$ cat src/rtl/dtw_query_framer.sv
// +-----------------------------------------------------------------------------+
// | Module      : dtw_query_framer                                              |
// | Description : Frames raw per-read ADC samples into fixed-length, offset-    |
// |               corrected query frames (tuser first, tlast last) for dtw_accel|
// | Revision    : 1.0 - initial release                                         |
// +-----------------------------------------------------------------------------+
`default_nettype none

module dtw_query_framer #(
  parameter int AXIS_DATA_WIDTH = 32,
  parameter int SAMPLE_WIDTH    = 16,
  parameter int QUERY_LEN       = 250,
  parameter int SKIP_SAMPLES    = 0,
  parameter int OFFSET          = 0,
  parameter int PAD_VALUE       = 0
) (
  input  logic                       i_axis_clk,
  input  logic                       i_axis_rst,
  input  logic                       i_axis_in_tvalid,
  output logic                       o_axis_in_tready,
  input  logic                       i_axis_in_tlast,
  input  logic [AXIS_DATA_WIDTH-1:0] i_axis_in_tdata,
  output logic                       o_axis_out_tuser,
  output logic                       o_axis_out_tvalid,
  input  logic                       i_axis_out_tready,
  output logic                       o_axis_out_tlast,
  output logic [AXIS_DATA_WIDTH-1:0] o_axis_out_tdata,
  output logic [31:0]                o_frame_cnt,
  output logic [31:0]                o_pad_cnt,
  output logic [31:0]                o_drop_cnt,
  output logic                       o_busy
);

  localparam int                 c_idx_w    = $clog2(QUERY_LEN);
  localparam logic [c_idx_w-1:0] c_idx_last = c_idx_w'(QUERY_LEN - 1);
  localparam logic [31:0]        c_skip_last = 32'(SKIP_SAMPLES - 1);

  typedef enum logic [1:0] {
    c_skip  = 2'd0,
    c_pass  = 2'd1,
    c_pad   = 2'd2,
    c_drain = 2'd3
  } state_t;

  // With no skip region every read starts straight in PASS.
  localparam state_t c_start = (SKIP_SAMPLES == 0) ? c_pass : c_skip;

  state_t                     r_state;
  state_t                     w_state_nxt;
  logic [c_idx_w-1:0]         r_idx;
  logic [c_idx_w-1:0]         w_idx_nxt;
  logic [31:0]                r_skip_cnt;
  logic [31:0]                w_skip_nxt;
  logic                       r_out_tvalid;
  logic                       r_out_tuser;
  logic                       r_out_tlast;
  logic [AXIS_DATA_WIDTH-1:0] r_out_tdata;
  logic [31:0]                r_frame_cnt;
  logic [31:0]                r_pad_cnt;
  logic [31:0]                r_drop_cnt;

  logic                       w_slot_free;
  logic                       w_in_tready;
  logic                       w_in_acc;
  logic [SAMPLE_WIDTH-1:0]    w_sample;
  logic [SAMPLE_WIDTH-1:0]    w_res;
  logic [AXIS_DATA_WIDTH-1:0] w_xform;
  logic                       w_load;
  logic [AXIS_DATA_WIDTH-1:0] w_ld_data;
  logic                       w_ld_user;
  logic                       w_ld_last;
  logic                       w_pad_inc;
  logic                       w_drop_inc;
  logic                       w_unused;

  assign w_unused    = ^i_axis_in_tdata;
  assign w_slot_free = !r_out_tvalid || i_axis_out_tready;

  always_comb begin
    w_in_tready = 1'b1;
    case (r_state)
      c_pass:  w_in_tready = w_slot_free;
      c_pad:   w_in_tready = 1'b0;
      default: w_in_tready = 1'b1;
    endcase
  end

  assign w_in_acc = i_axis_in_tvalid && w_in_tready;

  // Saturating subtraction: samples at or below the offset clamp to zero.
  assign w_sample = i_axis_in_tdata[SAMPLE_WIDTH-1:0];
  always_comb begin
    w_res = '0;
    if (64'(w_sample) > 64'(OFFSET)) begin
      w_res = w_sample - SAMPLE_WIDTH'(OFFSET);
    end
  end
  assign w_xform = AXIS_DATA_WIDTH'(w_res);

  always_comb begin
    w_state_nxt = r_state;
    w_idx_nxt   = r_idx;
    w_skip_nxt  = r_skip_cnt;
    w_load      = 1'b0;
    w_ld_data   = w_xform;
    w_ld_user   = 1'b0;
    w_ld_last   = 1'b0;
    w_pad_inc   = 1'b0;
    w_drop_inc  = 1'b0;
    case (r_state)
      c_skip: begin
        if (w_in_acc) begin
          if (i_axis_in_tlast) begin
            w_drop_inc = 1'b1;
            w_skip_nxt = '0;
          end else if (r_skip_cnt == c_skip_last) begin
            w_state_nxt = c_pass;
            w_idx_nxt   = '0;
            w_skip_nxt  = '0;
          end else begin
            w_skip_nxt = r_skip_cnt + 32'd1;
          end
        end
      end
      c_pass: begin
        if (w_in_acc) begin
          w_load    = 1'b1;
          w_ld_user = (r_idx == '0);
          w_ld_last = (r_idx == c_idx_last);
          if (r_idx == c_idx_last) begin
            w_idx_nxt   = '0;
            w_state_nxt = i_axis_in_tlast ? c_start : c_drain;
          end else begin
            w_idx_nxt = r_idx + c_idx_w'(1);
            if (i_axis_in_tlast) begin
              w_state_nxt = c_pad;
              w_pad_inc   = 1'b1;
            end
          end
        end
      end
      c_pad: begin
        if (w_slot_free) begin
          w_load    = 1'b1;
          w_ld_data = AXIS_DATA_WIDTH'(PAD_VALUE);
          w_ld_last = (r_idx == c_idx_last);
          if (r_idx == c_idx_last) begin
            w_idx_nxt   = '0;
            w_state_nxt = c_start;
          end else begin
            w_idx_nxt = r_idx + c_idx_w'(1);
          end
        end
      end
      c_drain: begin
        if (w_in_acc && i_axis_in_tlast) begin
          w_state_nxt = c_start;
        end
      end
      default: w_state_nxt = c_start;
    endcase
  end

  always_ff @(posedge i_axis_clk) begin
    if (i_axis_rst) begin
      r_state    <= c_start;
      r_idx      <= '0;
      r_skip_cnt <= '0;
    end else begin
      r_state    <= w_state_nxt;
      r_idx      <= w_idx_nxt;
      r_skip_cnt <= w_skip_nxt;
    end
  end

  always_ff @(posedge i_axis_clk) begin
    if (i_axis_rst) begin
      r_out_tvalid <= 1'b0;
      r_out_tuser  <= 1'b0;
      r_out_tlast  <= 1'b0;
      r_out_tdata  <= '0;
    end else if (w_load) begin
      r_out_tvalid <= 1'b1;
      r_out_tuser  <= w_ld_user;
      r_out_tlast  <= w_ld_last;
      r_out_tdata  <= w_ld_data;
    end else if (i_axis_out_tready) begin
      r_out_tvalid <= 1'b0;
    end
  end

  // Frames count on the downstream handshake of the tlast beat, not on load.
  always_ff @(posedge i_axis_clk) begin
    if (i_axis_rst) begin
      r_frame_cnt <= '0;
      r_pad_cnt   <= '0;
      r_drop_cnt  <= '0;
    end else begin
      if (r_out_tvalid && i_axis_out_tready && r_out_tlast) r_frame_cnt <= r_frame_cnt + 32'd1;
      if (w_pad_inc)  r_pad_cnt  <= r_pad_cnt + 32'd1;
      if (w_drop_inc) r_drop_cnt <= r_drop_cnt + 32'd1;
    end
  end

  assign o_axis_in_tready  = w_in_tready;
  assign o_axis_out_tvalid = r_out_tvalid;
  assign o_axis_out_tuser  = r_out_tuser;
  assign o_axis_out_tlast  = r_out_tlast;
  assign o_axis_out_tdata  = r_out_tdata;
  assign o_frame_cnt       = r_frame_cnt;
  assign o_pad_cnt         = r_pad_cnt;
  assign o_drop_cnt        = r_drop_cnt;
  assign o_busy            = (r_state != c_skip) || (r_skip_cnt != '0) || r_out_tvalid;

endmodule

`default_nettype wire

$ cat config.mk
export PLATFORM = sky130hd
export DESIGN_NAME = dtw_query_framer
export DESIGN_NICKNAME = d
export VERILOG_FILES = /design/src/rtl/dtw_query_framer.sv
export SDC_FILE = /design/constraint.sdc
export NUM_CORES = 1
export LEC_CHECK = 0
export BUFFER_PORTS_ARGS = -buffer_cell sky130_fd_sc_hd__buf_2
export CAP_MARGIN = 10
export CORE_AREA = 2 2 135 137
export CTS_CLUSTER_SIZE = 25
export DETAILED_ROUTE_END_ITERATION = 10
export DIE_AREA = 0 0 137 139
export GPL_ROUTABILITY_DRIVEN = 0
export GPL_TIMING_DRIVEN = 0
export PLACE_DENSITY = 0.74
export RECOVER_POWER = 100
export SYNTH_ARGS = -nofsm -noshare
export SYNTH_HDL_FRONTEND = slang
export SYNTH_SLANG_ARGS = --single-unit
$ cat constraint.sdc
create_clock -name i_axis_clk -period 2.7 [get_ports i_axis_clk]
set_clock_uncertainty 0.2 [all_clocks]
set_input_delay 0.405 -clock i_axis_clk [delete_from_list [all_inputs] [get_ports i_axis_clk]]
set_output_delay 0.405 -clock i_axis_clk [all_outputs]
set_load 0.03 [all_outputs]
Yosys cells after proc, flatten, opt, wreduce, memory -nomap -nowiden
Cells that the tools add are included.

Flip-flop bits (word level): 173. Bits in latches: 0. Memory bits (writable): 0. Bits in read-only memories: 0. Bits of input ports: 37. Word-level logic and storage cells: 86. Memories kept: 0.

Add/sub/neg operators: 5. Multipliers: 0. Div/mod/pow operators: 0. Magnitude comparators: 1. Equal/unequal tests: 13. Shift operators: 0. Multiplexer cells: 40. Bitwise gates (word level): 0. Reduce and logical (&&, ||, !) cells: 17.

Operators with widths (count): $add A32 B1 Y32 const B (4); $mux W32 (2); $mux W16 (3); $mux W8 (6); $eq A32 B32 Y1 const B (1); $reduce_bool A32 Y1 (1); $pmux W8 S3 (1); $mux W2 (10); $gt A16 B1 Y1 const B (1); $mux W1 (14); $ne A2 B2 Y1 const B (7); $add A8 B1 Y8 const B (1); $eq A8 B8 Y1 const B (1); $logic_not A8 Y1 (1); $pmux W2 S4 (1); $reduce_and A8 Y1 (1); $pmux W1 S2 (3); $reduce_and A6 Y1 (1); $eq A2 B2 Y1 const B (2); $logic_and A1 B1 Y1 (4); $reduce_bool A2 Y1 (2); $logic_or A1 B1 Y1 (3); $ne A3 B3 Y1 const B (1); $reduce_bool A3 Y1 (1); other kinds (4) (4).

Longest topological paths before layout
Depth in word-level cells: 7. Depth in mapped cells: 9. Depth with buffers taken out: 7.

Worst setup path before layout
Ideal clock, no wire load.

Kind: reg-to-reg. Start: register r_drop_cnt[4] (netlist: o_drop_cnt[4]). End: register r_drop_cnt[31] (netlist: o_drop_cnt[31]). Library setup time: 70 ps. Arrival: 2478 ps. Required time: 2430 ps. Slack: -48 ps. Cell stages (with the launch flop): 8. Path through: dfxtp_1 -> nand4_4 -> or4_1 -> clkbuf_2 -> or3_4 -> buf_6 -> or4_1 -> a21oi_1.

Longest elaborated chain between the ends: 1.

Ends and longest elaborated chain: start, declared (line 60) `logic [31:0] r_drop_cnt;`; start signal, assigned (line 201) `if (w_drop_inc) r_drop_cnt <= r_drop_cnt + 32'd1;`; $add A32 B1 Y32 (line 201).

Every way passes these cells. A chain may end at the register's enable or synchronous reset.

Worst setup path in the final report
Start: register r_state[1]. End: register r_drop_cnt[31] (netlist: o_drop_cnt[31]).

Longest elaborated chain between the ends: 5. Elaborated cells between the ends (all ways): 7.

Ends and longest elaborated chain: start, declared (line 48) `state_t r_state;`; start signal, assigned (line 166) `r_state <= c_start;`; start signal, assigned (line 170) `r_state <= w_state_nxt;`; $eq A2 B2 Y1 or $eq A2 B1 Y1 (tied branches) (line 81) `case (r_state)`; $pmux W1 S2 (line 81); $logic_and A1 B1 Y1 (line 88) `assign w_in_acc = i_axis_in_tvalid && w_in_tready;`; $mux W1 (line 112) `if (w_in_acc) begin`; $mux W1 * (line 110) `case (r_state)`.

Every way passes the cells marked *; elsewhere a longest branch is shown, timed or not.

==> out/qor.yml <==
run_status:
  status: "complete, but fails checks"
  failed_checks: "setup timing"
routing:
  dr_total_vias: 7734
  drt_first_pass_iters: 6
  drc: 0
  drt-total-wl_um: 21200
  post_drt_wl_per_cell_um: 15.4
  drt_iter0_markers: 520
  vias_per_cell: 5.62
  antenna_left: 0
critical_path:
  crit_arrival_ns: 2.86
  required_ns: 2.85
  worst_setup_path_start_kind: "flip-flop"
  reg2reg_slack_ns: -0.009
  crit_type: "reg2reg"
  end_kind: "flip-flop"
  crit_fanout: 10
placement:
  port_buffers: 137
  post-dp-hpwl_um: 14700
  place_ws_ns: -0.500
final_layout:
  nets: 1184
  drive_gt1_share_pct: 12.8
  area_growth_pct: 24.1
  mostFrequentLayoutCells: "clkbuf_1, dfxtp_1, nor2_1"
  final_util_pct: 54.7
  nFillCells: 1672
clocking:
  clk_pin_slew_ns: 0.06
  cts.sinks: 157
  cts_tree: "done"
  htreeDepth: 4
  cts_buffers: 17
  clock_path_buffers: 2
  clk_latency_ns: 0.42
  hold_buffers: 0
  clock-root-buffer: "clkbuf_16"
floorplanning:
  dieArea_um2: 19000
  coreArea_um2: 17700
  initial_core_util_pct: 44.1
  die_x_um: 137
  rows: 49
  ios: 170
  dieHeight_um: 139
sta:
  finalMaxSlewViolations: 0
  slew_headroom_pct: 42.8
  fmax_mhz: 369
  finalCritPeriodShare_pct: 100
  min_period_ns: 2.71
  setup_violations: 1
  setup_ws_ns: -0.00894
  rsz0062_at_grt: "true"
  worstMarginPinSlew_ns: 0.850
  hold_viol: 0
  fin_setup_tns_ns: -0.00894
power_and_ir_drop:
  cellLeakagePower_nw: 3.16
  power-per-cell-area_nw_per_um2: 635
  ir_drop_uv: 525
  total_power_mw: 6.13
synthesis:
  synth_edf_count: 0
  netlist_area_um2: 7780
  synth.distinct_cells: 55
  synthFlopType: "dfxtp_1"
  syn-instance-count: 950
  synth-warning-count: 0
  synthArstFlopShare_pct: 0
  ys_ff_latch: 157
  syn_area_per_cell_um2: 8.19
  yosysSeqAreaShare_pct: 40.4
grt:
  first_global_vias: 6894
  grt_pass1_wl_um: 34000
  grt_usage_pct: 21.6
  grt_max_degree: 17
  grt-ovfl-total: 0
  antenna_found_initial: 3
min_path:
  hold_class: "in2reg"
job:
  drv_cap: 0
-- layer usage --
metal | wire length (µm) | global-route usage, %
met4 | 330 | 6.29
met2 | 9940 | 34.8
met5 | 13 | 0
met1 | 9430 | 28.6
met3 | 1450 | 5.12
-- sequential cells by signal, summed over array words and instances (netlist names) --
name	count
o_axis_out_tvalid	1
r_state	2
o_axis_out_tuser	1
o_frame_cnt	32
r_skip_cnt	32
o_axis_out_tlast	1
o_drop_cnt	32
o_axis_out_tdata	16
r_idx	8
o_pad_cnt	32
-- layout make-up --
class	instances	area (µm²)	area share, %
Multi-Input combinational cell	709	4460	46.2
Sequential cell	157	3170	32.8
Timing Repair Buffer	157	728	7.54
Clock buffer	21	460	4.77
Buffer	56	322	3.33
Tap cell	229	287	2.97
Inverter	36	138	1.42
Clock inverter	8	93.8	0.972
Antenna cell	2	5.00	0.0518
-- critical path, cell delays in order (launching register included) --
cell      delay [ns]
dfxtp_4         0.36
inv_4           0.08
ha_4            0.18
nand2b_4        0.13
nand4_1         0.21
buf_4           0.23
buf_6           0.12
or3_4           0.36
buf_8           0.16
or4_4           0.48
a21oi_2         0.12
-- cell usage after synthesis, types with 30 or more instances --
| library cell | number | area share (%) |
|---|---|---|
| nand3_1 | 67 | 4.3 |
| nand2_1 | 67 | 3.2 |
| xnor2_1 | 56 | 6.3 |
| inv_1 | 36 | 1.7 |
| nand4_1 | 31 | 2.5 |
| clkbuf_1 | 45 | 2.2 |
| or4_1 | 36 | 3.5 |
| dfxtp_1 | 157 | 40 |
| nor2_1 | 97 | 4.7 |
| o21ai_0 | 30 | 1.9 |
| nor4_1 | 40 | 3.2 |
| a21oi_1 | 80 | 5.1 |
-- per-stage QoR --
stage                     hold WS, ns  cell area, µm²  std cells
final                          0.0352            9660       1375
after global routing           0.0347            9660       1374
after CTS                      0.0151            9550       1363
after detailed placement        0.241            8820       1331
after global placement          0.236            8820       1331
after floorplan                 0.271            7850        965
-- worst paths after layout --
path	start	to	cells after the start
hold / removal	i_axis_in_tdata[8]	o_axis_out_tdata[8]	3
setup reg to reg	r_state[1]	o_drop_cnt[31]	10
hold reg to reg	o_axis_out_tdata[0]	o_axis_out_tdata[0]	2
setup / recovery	r_state[1]	o_drop_cnt[31]	10
-- kinds of logic after synthesis --
| logic type | after synthesis | share of synthesized area, % |
|---|---|---|
| xor gates and xnor gates | 73 | 8.21 |
| buffers and inverters | 99 | 5.66 |
| DFF | 157 | 40.4 |
| AOI/OAI and AO/OA | 163 | 12.3 |
| muxes | 5 | 0.675 |
| adders and majority gates | 13 | 2.09 |
| and+or+nand+nor | 439 | 30.6 |
| other | 1 | 0.0482 |
-- what timing repair did --
action	in CTS	in global routing
pin swaps	4	11
resized for setup	35	42
gates cloned	0	1
setup endpoints to repair	91	84
setup buffers	7	12
-- report_power, final --
group	internal, mW	switching (mW)
clock network	1.39	0.935
registers	2.44	0.100
logic	0.408	0.861
(Power assumes the default switching activity.)
